### src/rtl/reg_incr_pkg.sv
// rtl/reg_incr_pkg.sv - shared constants for the increment pipeline
package reg_incr_pkg;

    // Overflow handling selected by p_saturate
    localparam int WRAP     = 0;
    localparam int SATURATE = 1;

endpackage

### src/rtl/reg_incr_pipe_if.sv
// rtl/reg_incr_pipe_if.sv - val/rdy upstream and downstream ports of the increment pipeline
interface reg_incr_pipe_if #(
    parameter int p_nbits = 8
);
    logic               in_val;
    logic               in_rdy;
    logic [p_nbits-1:0] in_msg;
    logic               out_val;
    logic               out_rdy;
    logic [p_nbits-1:0] out_msg;
    logic               out_ovf;

    // Producer/consumer side that feeds the pipeline and drains its results
    modport master (
        output in_val, in_msg, out_rdy,
        input  in_rdy, out_val, out_msg, out_ovf
    );

    // The pipeline itself
    modport slave (
        input  in_val, in_msg, out_rdy,
        output in_rdy, out_val, out_msg, out_ovf
    );
endinterface

### src/rtl/reg_incr_pipe_stage.sv
// rtl/reg_incr_pipe_stage.sv - one registered add-and-overflow stage
module reg_incr_pipe_stage
    import reg_incr_pkg::*;
#(
    parameter int          p_nbits    = 8,
    parameter logic [63:0] p_incr     = 64'd1,
    parameter int          p_saturate = WRAP
) (
    input  logic               clk,
    input  logic               reset,
    input  logic               load,
    input  logic               up_val,
    input  logic [p_nbits-1:0] up_data,
    input  logic               up_ovf,
    output logic               val,
    output logic [p_nbits-1:0] data,
    output logic               ovf
);

    localparam logic [p_nbits-1:0] incr = p_incr[p_nbits-1:0];

    logic [p_nbits:0]   sum;
    logic               carry;
    logic [p_nbits-1:0] result;

    // Widened add so the carry-out doubles as the overflow flag in both modes
    always_comb begin
        sum    = {1'b0, up_data} + {1'b0, incr};
        carry  = sum[p_nbits];
        result = sum[p_nbits-1:0];
        if (p_saturate == SATURATE && carry) begin
            result = '1;
        end
    end

    // Load on demand; an empty upstream clears valid but leaves data/ovf as they were
    always_ff @(posedge clk) begin
        if (reset) begin
            val  <= 1'b0;
            data <= '0;
            ovf  <= 1'b0;
        end else if (load) begin
            val <= up_val;
            if (up_val) begin
                data <= result;
                ovf  <= up_ovf | carry;
            end
        end
    end

endmodule

### src/rtl/reg_incr_pipe.sv
// rtl/reg_incr_pipe.sv - elastic pipeline adding p_incr per stage with wrap or saturate
module reg_incr_pipe
    import reg_incr_pkg::*;
#(
    parameter int          p_nbits    = 8,
    parameter int          p_nstages  = 2,
    parameter logic [63:0] p_incr     = 64'd1,
    parameter int          p_saturate = WRAP
) (
    input  logic           clk,
    input  logic           reset,
    reg_incr_pipe_if.slave io
);

    logic [p_nstages-1:0]              st_val;
    logic [p_nstages-1:0]              st_ovf;
    logic [p_nstages-1:0][p_nbits-1:0] st_data;
    logic [p_nstages-1:0]              load;

    // Stage k may load if the sink is ready or any stage from k onward has a bubble;
    // computed from registered valids only, so no combinational chain between stages
    always_comb begin
        load = '0;
        for (int k = 0; k < p_nstages; k++) begin
            load[k] = io.out_rdy;
            for (int j = k; j < p_nstages; j++) begin
                if (!st_val[j]) begin
                    load[k] = 1'b1;
                end
            end
        end
    end

    for (genvar k = 0; k < p_nstages; k++) begin : g_stage
        logic               up_val;
        logic [p_nbits-1:0] up_data;
        logic               up_ovf;

        if (k == 0) begin : g_head
            assign up_val  = io.in_val;
            assign up_data = io.in_msg;
            assign up_ovf  = 1'b0;
        end else begin : g_body
            assign up_val  = st_val[k-1];
            assign up_data = st_data[k-1];
            assign up_ovf  = st_ovf[k-1];
        end

        reg_incr_pipe_stage #(
            .p_nbits    (p_nbits),
            .p_incr     (p_incr),
            .p_saturate (p_saturate)
        ) u_stage (
            .clk     (clk),
            .reset   (reset),
            .load    (load[k]),
            .up_val  (up_val),
            .up_data (up_data),
            .up_ovf  (up_ovf),
            .val     (st_val[k]),
            .data    (st_data[k]),
            .ovf     (st_ovf[k])
        );
    end

    // Outputs are forced quiet while reset is held so neither port can transfer
    always_comb begin
        io.in_rdy  = !reset && load[0];
        io.out_val = !reset && st_val[p_nstages-1];
        io.out_msg = reset ? '0 : st_data[p_nstages-1];
        io.out_ovf = !reset && st_ovf[p_nstages-1];
    end

`ifndef SYNTHESIS
    function automatic string line_trace();
        string s;
        s = $sformatf("%h |", io.in_msg);
        for (int k = 0; k < p_nstages; k++) begin
            s = {s, $sformatf(" %s%h", st_val[k] ? "*" : ".", st_data[k])};
        end
        s = {s, $sformatf(" | %h", io.out_msg)};
        return s;
    endfunction
`endif

endmodule

### src/flat_wrapper.sv
// flat-port wrapper written by rule: the top's interface ports become plain ports
module reg_incr_pipe_flat import reg_incr_pkg::*;
#(
    parameter int          p_nbits    = 8,
    parameter int          p_nstages  = 2,
    parameter logic [63:0] p_incr     = 64'd1,
    parameter int          p_saturate = WRAP
)
  (clk, reset, io_in_val, io_in_msg, io_out_rdy, io_in_rdy, io_out_val, io_out_msg, io_out_ovf);
  reg_incr_pipe_if #(.p_nbits(p_nbits)) io_i ();
  input  logic clk;
  input  logic reset;
  input wire logic [$bits(io_i.in_val)-1:0] io_in_val;
  input wire logic [$bits(io_i.in_msg)-1:0] io_in_msg;
  input wire logic [$bits(io_i.out_rdy)-1:0] io_out_rdy;
  output wire logic [$bits(io_i.in_rdy)-1:0] io_in_rdy;
  output wire logic [$bits(io_i.out_val)-1:0] io_out_val;
  output wire logic [$bits(io_i.out_msg)-1:0] io_out_msg;
  output wire logic [$bits(io_i.out_ovf)-1:0] io_out_ovf;
  assign io_i.in_val = io_in_val;
  assign io_i.in_msg = io_in_msg;
  assign io_i.out_rdy = io_out_rdy;
  assign io_in_rdy = io_i.in_rdy;
  assign io_out_val = io_i.out_val;
  assign io_out_msg = io_i.out_msg;
  assign io_out_ovf = io_i.out_ovf;
  reg_incr_pipe #(.p_nbits(p_nbits), .p_nstages(p_nstages), .p_incr(p_incr), .p_saturate(p_saturate)) u_core (.clk(clk), .reset(reset), .io(io_i));
endmodule
### config.mk
export PLATFORM = sky130hd
export DESIGN_NAME = reg_incr_pipe_flat
export DESIGN_NICKNAME = d
export VERILOG_FILES = /design/src/rtl/reg_incr_pkg.sv /design/src/rtl/reg_incr_pipe_if.sv /design/src/rtl/reg_incr_pipe_stage.sv /design/src/rtl/reg_incr_pipe.sv /design/src/flat_wrapper.sv
export SDC_FILE = /design/constraint.sdc
export NUM_CORES = 1
export LEC_CHECK = 0
export ABC_AREA = 1
export CAP_MARGIN = 20
export CELL_PAD_IN_SITES_DETAIL_PLACEMENT = 0
export CELL_PAD_IN_SITES_GLOBAL_PLACEMENT = 1
export CORE_ASPECT_RATIO = 1.2
export CORE_MARGIN = 2
export CORE_UTILIZATION = 37
export CTS_CLUSTER_DIAMETER = 60
export CTS_CLUSTER_SIZE = 8
export DETAILED_ROUTE_END_ITERATION = 12
export PLACE_DENSITY = 0.81
export SYNTH_ARGS = -nofsm -noshare
export SYNTH_HDL_FRONTEND = slang
export SYNTH_HIERARCHICAL = 1
export SYNTH_SLANG_ARGS = --single-unit
export TNS_END_PERCENT = 20
### constraint.sdc
create_clock -name clk -period 3.25 [get_ports clk]
set_input_delay 0.65 -clock clk [delete_from_list [all_inputs] [get_ports clk]]
set_output_delay 0.65 -clock clk [all_outputs]
set_load 0.05 [all_outputs]
==> results of run 1 <==
==> layout by cell type, fill, tap and decap left out, types with 4 or more instances in the layout <==
cell / Yosys / routed
nor2_1: 40 / 40
nand2_1: 32 / 32
inv_1: 31 / 31
dfxtp_1: 20 / 20
buf_4: 0 / 12
clkdlybuf4s50_1: 0 / 11
a21oi_1: 10 / 10
nand3_1: 10 / 10
o21ai_0: 10 / 10
nand3_2: 5 / 5
o21ai_1: 4 / 4
==> flip-flops by register name (all words and copies together), names as in the netlist <==
register	count
u_core/g_stage.u_stage/val	2
u_core/g_stage.u_stage/data	16
u_core/g_stage.u_stage/ovf	2
==> routing by layer <==
layer	share of wire [%]	routed length, microns	GRT usage, %	vias up
li1	-	-	-	593
met1	45	1009	16.60	445
met2	51	1141	25.74	16
met3	2.9	65	1.364	2
met4	1.2	27	6.402	0
met5	0	0	0	-
==> stage by stage <==
step / cell area (sq um) / power, mW / hold slack (ns) / setup WS, ns
global placement: 1349 / 0.3932 / 0.4654 / 0.7543
floorplan: 1155 / 0.3598 / 0.4528 / 1.172
detailed placement: 1349 / 0.3945 / 0.4718 / 0.7136
CTS: 1385 / 0.5399 / 0.4975 / 0.7168
finish: 1385 / 0.5292 / 0.4929 / 0.7407
global route: 1385 / 0.5666 / 0.5277 / 0.6494
==> final timing paths <==
kind / startpoint / endpoint / slack [ns] / depth (start not counted)
worst min register to register: u_core/g_stage[1].u_stage/data[1] / u_core/g_stage[1].u_stage/data[1] / 0.49 / 2
worst max-delay path: reset / io_out_msg[1] / 0.74 / 4
worst min-delay path: u_core/g_stage[1].u_stage/data[1] / u_core/g_stage[1].u_stage/data[1] / 0.49 / 2
worst max register to register: u_core/g_stage[0].u_stage/data[0] / u_core/g_stage[1].u_stage/data[6] / 2.05 / 6
==> critical path, cell delays in order <==
cell	delay, ns
clkdlybuf4s50_1	0.60
buf_4	0.28
nor2_1	0.12
buf_4	0.21
==> cell type report <==
class                   count  area share [%]
repair buffers             23           14.45
clock buffers               4           2.620
inverters                  33           8.943
flip-flops and latches     20           28.91
multi-input cells         122           41.82
well taps                  36           3.252
==> power breakdown <==
part / switching, mW / internal, mW
registers: 0.0149 / 0.263
clock network: 0.0731 / 0.0682
logic: 0.0670 / 0.0434
total: 0.155 / 0.374
==> kinds of logic (layout without fill, tap and decap cells) <==
family | count (synthesis) | count (layout) | share of synthesized area, %
AOI/OAI and AO/OA | 24 | 24 | 10.40
xor gates and xnor gates | 4 | 4 | 3.034
adders and majority gates | 2 | 2 | 2.167
buffers and inverters | 36 | 60 | 15.17
DFF | 20 | 20 | 34.67
other | 1 | 1 | 0.3247
and+or+nand+nor | 91 | 91 | 34.24
==> impl_metrics.yaml, run 1 <==
placed_design:
  portBuffers: 22
  gp_congestion: 0.8062
  post-dp-hpwl_microns: 1759
  placed_cells_incl_taps: 234
clocking:
  post_cts_buffers: 0
  clk_pin_slew_ns: 0.11
  cts_tree: "built"
  cts.path.max_buffers: 2
  cts_buffers: 3
  clock_latency_ns: 0.29
  clock-root-buffer: "clkbuf_4"
  cts_hold_buf: 0
  cts_num_sinks: 20
  htreeDepth: 1
  cts.repair.resized: 0
critical_path:
  cp-start-kind: "input pin"
  arrival_ns: 1.86
  critPathCaptureType: "primary output"
  cp.required_ns: 2.60
  path_class: "input pin to primary output"
  critPathMaxFanout: 11
min_path:
  min_path_type: "register to register"
finish:
  multi_input_comb_area_sq_um: 579.3
  drive_gt1_share_pct: 12.38
  area.growth.synth_to_final_pct: 19.94
  nNetsFinal: 217
  diodes: 0
  nFillCells: 332
  seq_area_sq_um: 400.4
  instances_no_fill: 238
  final_util_pct: 45.74
synthesis:
  async_flop_share_pct: 0
  postSynthCellCount: 178
  ys.flop_type: "dfxtp_1"
  netlist_top_cells_count: "40 x nor2_1, 32 x nand2_1, 31 x inv_1"
  yosysTopAreaCellShare_pct: 34.67
  syn_area_sq_mm: 0.001155
  ys_seq_area_share_pct: 34.67
  ys_seq_elements: 20
  synthesis.nets: 192
  yosysTopAreaCell: "dfxtp_1"
  yosysMostFrequentCell: "nor2_1"
  ys_top_cells_by_area: "dfxtp_1 35%, nor2_1 13%, nand2_1 10%, inv_1 10%, a21oi_1 4.3%"
  ys_types: 18
  ys_warn_count: 6
  synth_edf_count: 0
  synth_area_per_cell_sq_um: 6.488
routing:
  first_pass_iters: 4
  wl_microns: 2244
  drt_iter0_drc: 20
  viasPerCell: 4.437
  avgRoutedWirePerCell_microns: 9.429
  antenna_left: 0
  vias: 1056
  drc: 0
global_route:
  grt_max_degree: 17
  antenna_found_initial: 0
  grt_first_pass_wirelength_microns: 3884
  grt_pass1_vias: 980
  gr-total-overflow: 0
  gr-usage-all-layers_pct: 14.42
floorplan:
  die_w_microns: 55
  dieArea_sq_mm: 0.003586
  io_pins: 23
  die_y_microns: 65.20
  core_sq_mm: 0.003028
  start_util_pct: 38.14
  num_rows: 22
flow_run:
  drv_cap: 0
pwr:
  leakage_nw: 0.6563
  p_per_area_mw_per_mm2: 382.1
  vdd_drop_max_v: 0.0001936
sta:
  min_period_ns: 2.509
  fin_crit_sh_pct: 77.21
  max_freq_mhz: 398.5
  drv_slew: 0
  finClkSkew_ns: 0.001014
  setup_viol_count_final: 0
  rsz0062_at_grt: "no"
  tns_ns: 0
  hold_violations: 0
status:
  outcome: "completed"
Power figures use the tool's default switching activity.
==> run 2, diff against run 1 <==
CORE_UTILIZATION = 35   (was 37)
PLACE_DENSITY = 0.77   (was 0.81)
clock period = 2.39 ns   (was 3.25 ns; I/O delays follow)
==> run 2 against run 1 <==
Worst hold slack improved by 0.0051 ns. Clock-buffer cell count did not move. Total power rose by 41%. Worst setup slack got worse by 0.45 ns. Clock power rose by 40%. Global-route usage fell by 1.4 points. First-iteration DRC count fell by 40%. Clock skew rose by 0.0044 ns. Die area rose by 5.3%. Largest cell class unchanged. Routed wire length fell by 2.6%.
==> impl_metrics.yaml, run 2 (synthesis gave the netlist of run 1 again) <==
status:
  outcome: "completed"
routing:
  wl_microns: 2185
  vias: 1076
  first_pass_iters: 4
  drt_iter0_drc: 12
  antenna_left: 0
  avgRoutedWirePerCell_microns: 9.181
  viasPerCell: 4.521
  drc: 0
clocking:
  cts.repair.resized: 0
  clock_latency_ns: 0.30
  post_cts_buffers: 0
  cts_tree: "built"
  cts_num_sinks: 20
  clk_pin_slew_ns: 0.11
  cts_hold_buf: 0
  htreeDepth: 1
  cts_buffers: 3
  cts.path.max_buffers: 2
  clock-root-buffer: "clkbuf_4"
pwr:
  vdd_drop_max_v: 0.0002454
  p_per_area_mw_per_mm2: 490.1
  leakage_nw: 0.6902
sta:
  min_period_ns: 2.103
  finClkSkew_ns: 0.005432
  drv_slew: 0
  setup_viol_count_final: 0
  fin_crit_sh_pct: 87.98
  tns_ns: 0
  max_freq_mhz: 475.6
  rsz0062_at_grt: "no"
  hold_violations: 0
critical_path:
  crit_family: "buffers and inverters"
  path_class: "input pin to primary output"
  timing.rr.start: "u_core/g_stage[0].u_stage/data[0]"
  critPathMaxFanout: 15
  cp.required_ns: 1.91
  path_cells: "clkdlybuf4s50_1 -> inv_1 -> nand2_1 -> inv_1 -> buf_12"
  slowest_stage: "clkdlybuf4s50_1"
  critPathCaptureType: "primary output"
  r2r_slack_ns: 1.15
  crit_buf_inv: 4
  max_stage_delay_ns: 0.77
  arrival_ns: 1.62
  timing.rr.end: "u_core/g_stage[1].u_stage/data[6]"
  reg2reg_depth: 6
  crit_start: "reset"
  cp-start-kind: "input pin"
  timing.critical_path.mode_cell: "inv_1"
floorplan:
  dieArea_sq_mm: 0.003777
  num_rows: 22
  core_sq_mm: 0.003110
  start_util_pct: 37.13
  die_y_microns: 66.93
  die_w_microns: 56.44
  io_pins: 23
finish:
  final_common_cell: "nor2_1"
  nNetsFinal: 217
  largest-register: "u_core/g_stage.u_stage/data"
  area.growth.synth_to_final_pct: 31.85
  reg.largest.list: "u_core/g_stage.u_stage/data: 16 flops, u_core/g_stage.u_stage/ovf: 2 flops, u_core/g_stage.u_stage/val: 2 flops"
  instances_no_fill: 238
  diodes: 0
  drive_gt1_share_pct: 12.38
  largest_reg_flops: 16
  final_cell_mix: "40 x nor2_1, 32 x nand2_1, 31 x inv_1"
placed_design:
  placed_cells_incl_taps: 234
  post-dp-hpwl_microns: 1745
  portBuffers: 22
  gp_congestion: 0.7996
global_route:
  gr-usage-all-layers_pct: 13.03
  grt_max_degree: 17
  gr-total-overflow: 0
  antenna_found_initial: 0
  grt_pass1_vias: 954
  grt_first_pass_wirelength_microns: 3877
flow_run:
  drv_cap: 0
min_path:
  min_path_type: "register to register"
  min_from: "u_core/g_stage[1].u_stage/data[1]"
  hold_end: "u_core/g_stage[1].u_stage/data[1]"
  whs_path_depth: 2
[run 2: area by class of cell]
cell class / instances / area, sq um
Clock buffer: 4 / 36.28
Fill cell: 312 / 1588
Sequential cell: 20 / 400.4
Multi-Input combinational cell: 122 / 579.3
Timing Repair Buffer: 23 / 337.8
Inverter: 33 / 123.9
Tap cell: 36 / 45.04
[run 2: power breakdown]
part           internal [mW]  switching [mW]
sequential             0.357          0.0204
combinational         0.0774          0.0945
clock                 0.0929           0.104
[run 2: metal layers]
| layer | vias to the layer above | track usage, % | part of all wire (%) |
|---|---|---|---|
| met3 | 5 | 1.553 | 3.4 |
| met5 | - | 0 | 0 |
| met1 | 455 | 13.48 | 44 |
| met2 | 22 | 24.71 | 50 |
| met4 | 0 | 8.036 | 2.2 |
| li1 | 594 | - | - |
[run 2: per-stage QoR]
step | setup WS (ns) | utilization (%) | hold WS [ns] | total power, mW | cell area, sq um
2_1_floorplan | 0.6558 | - | 0.4528 | 0.4892 | 1155
6_report | 0.2874 | 48.95 | 0.4980 | 0.7463 | 1523
4_1_cts | 0.2484 | 48.95 | 0.5012 | 0.7594 | 1523
5_1_grt | 0.1619 | 48.95 | 0.5143 | 0.7914 | 1523
3_5_place_dp | 0.2504 | 47.79 | 0.4760 | 0.5582 | 1486
3_3_place_gp | 0.2815 | 47.79 | 0.4679 | 0.5560 | 1486
[run 2: worst register-to-register path: cells and delay by family (launching register included)]
kind            cells  cell delay (ns)
compound gates      1             0.16
flops               1             0.44
fa+ha+maj           1             0.24
buf+inv             1             0.03
simple gates        3             0.28
[run 2: how the worst max path moves through the flow]
stage          cells after the start       endpoint  slack (ns)
3_5_place_dp                       5      io_in_rdy        0.25
4_1_cts                            5      io_in_rdy        0.25
3_3_place_gp                       3  io_out_msg[3]        0.28
5_1_grt                            5      io_in_rdy        0.16
6_report                           5      io_in_rdy        0.29
2_1_floorplan                      2  io_out_msg[0]        0.66
==> run 3, diff against run 2 <==
ABC_CLOCK_PERIOD_IN_PS = 2390   (was not set)
==> results of run 3 <==
The final DEF is identical to that of run 2; final timing and power are the same.
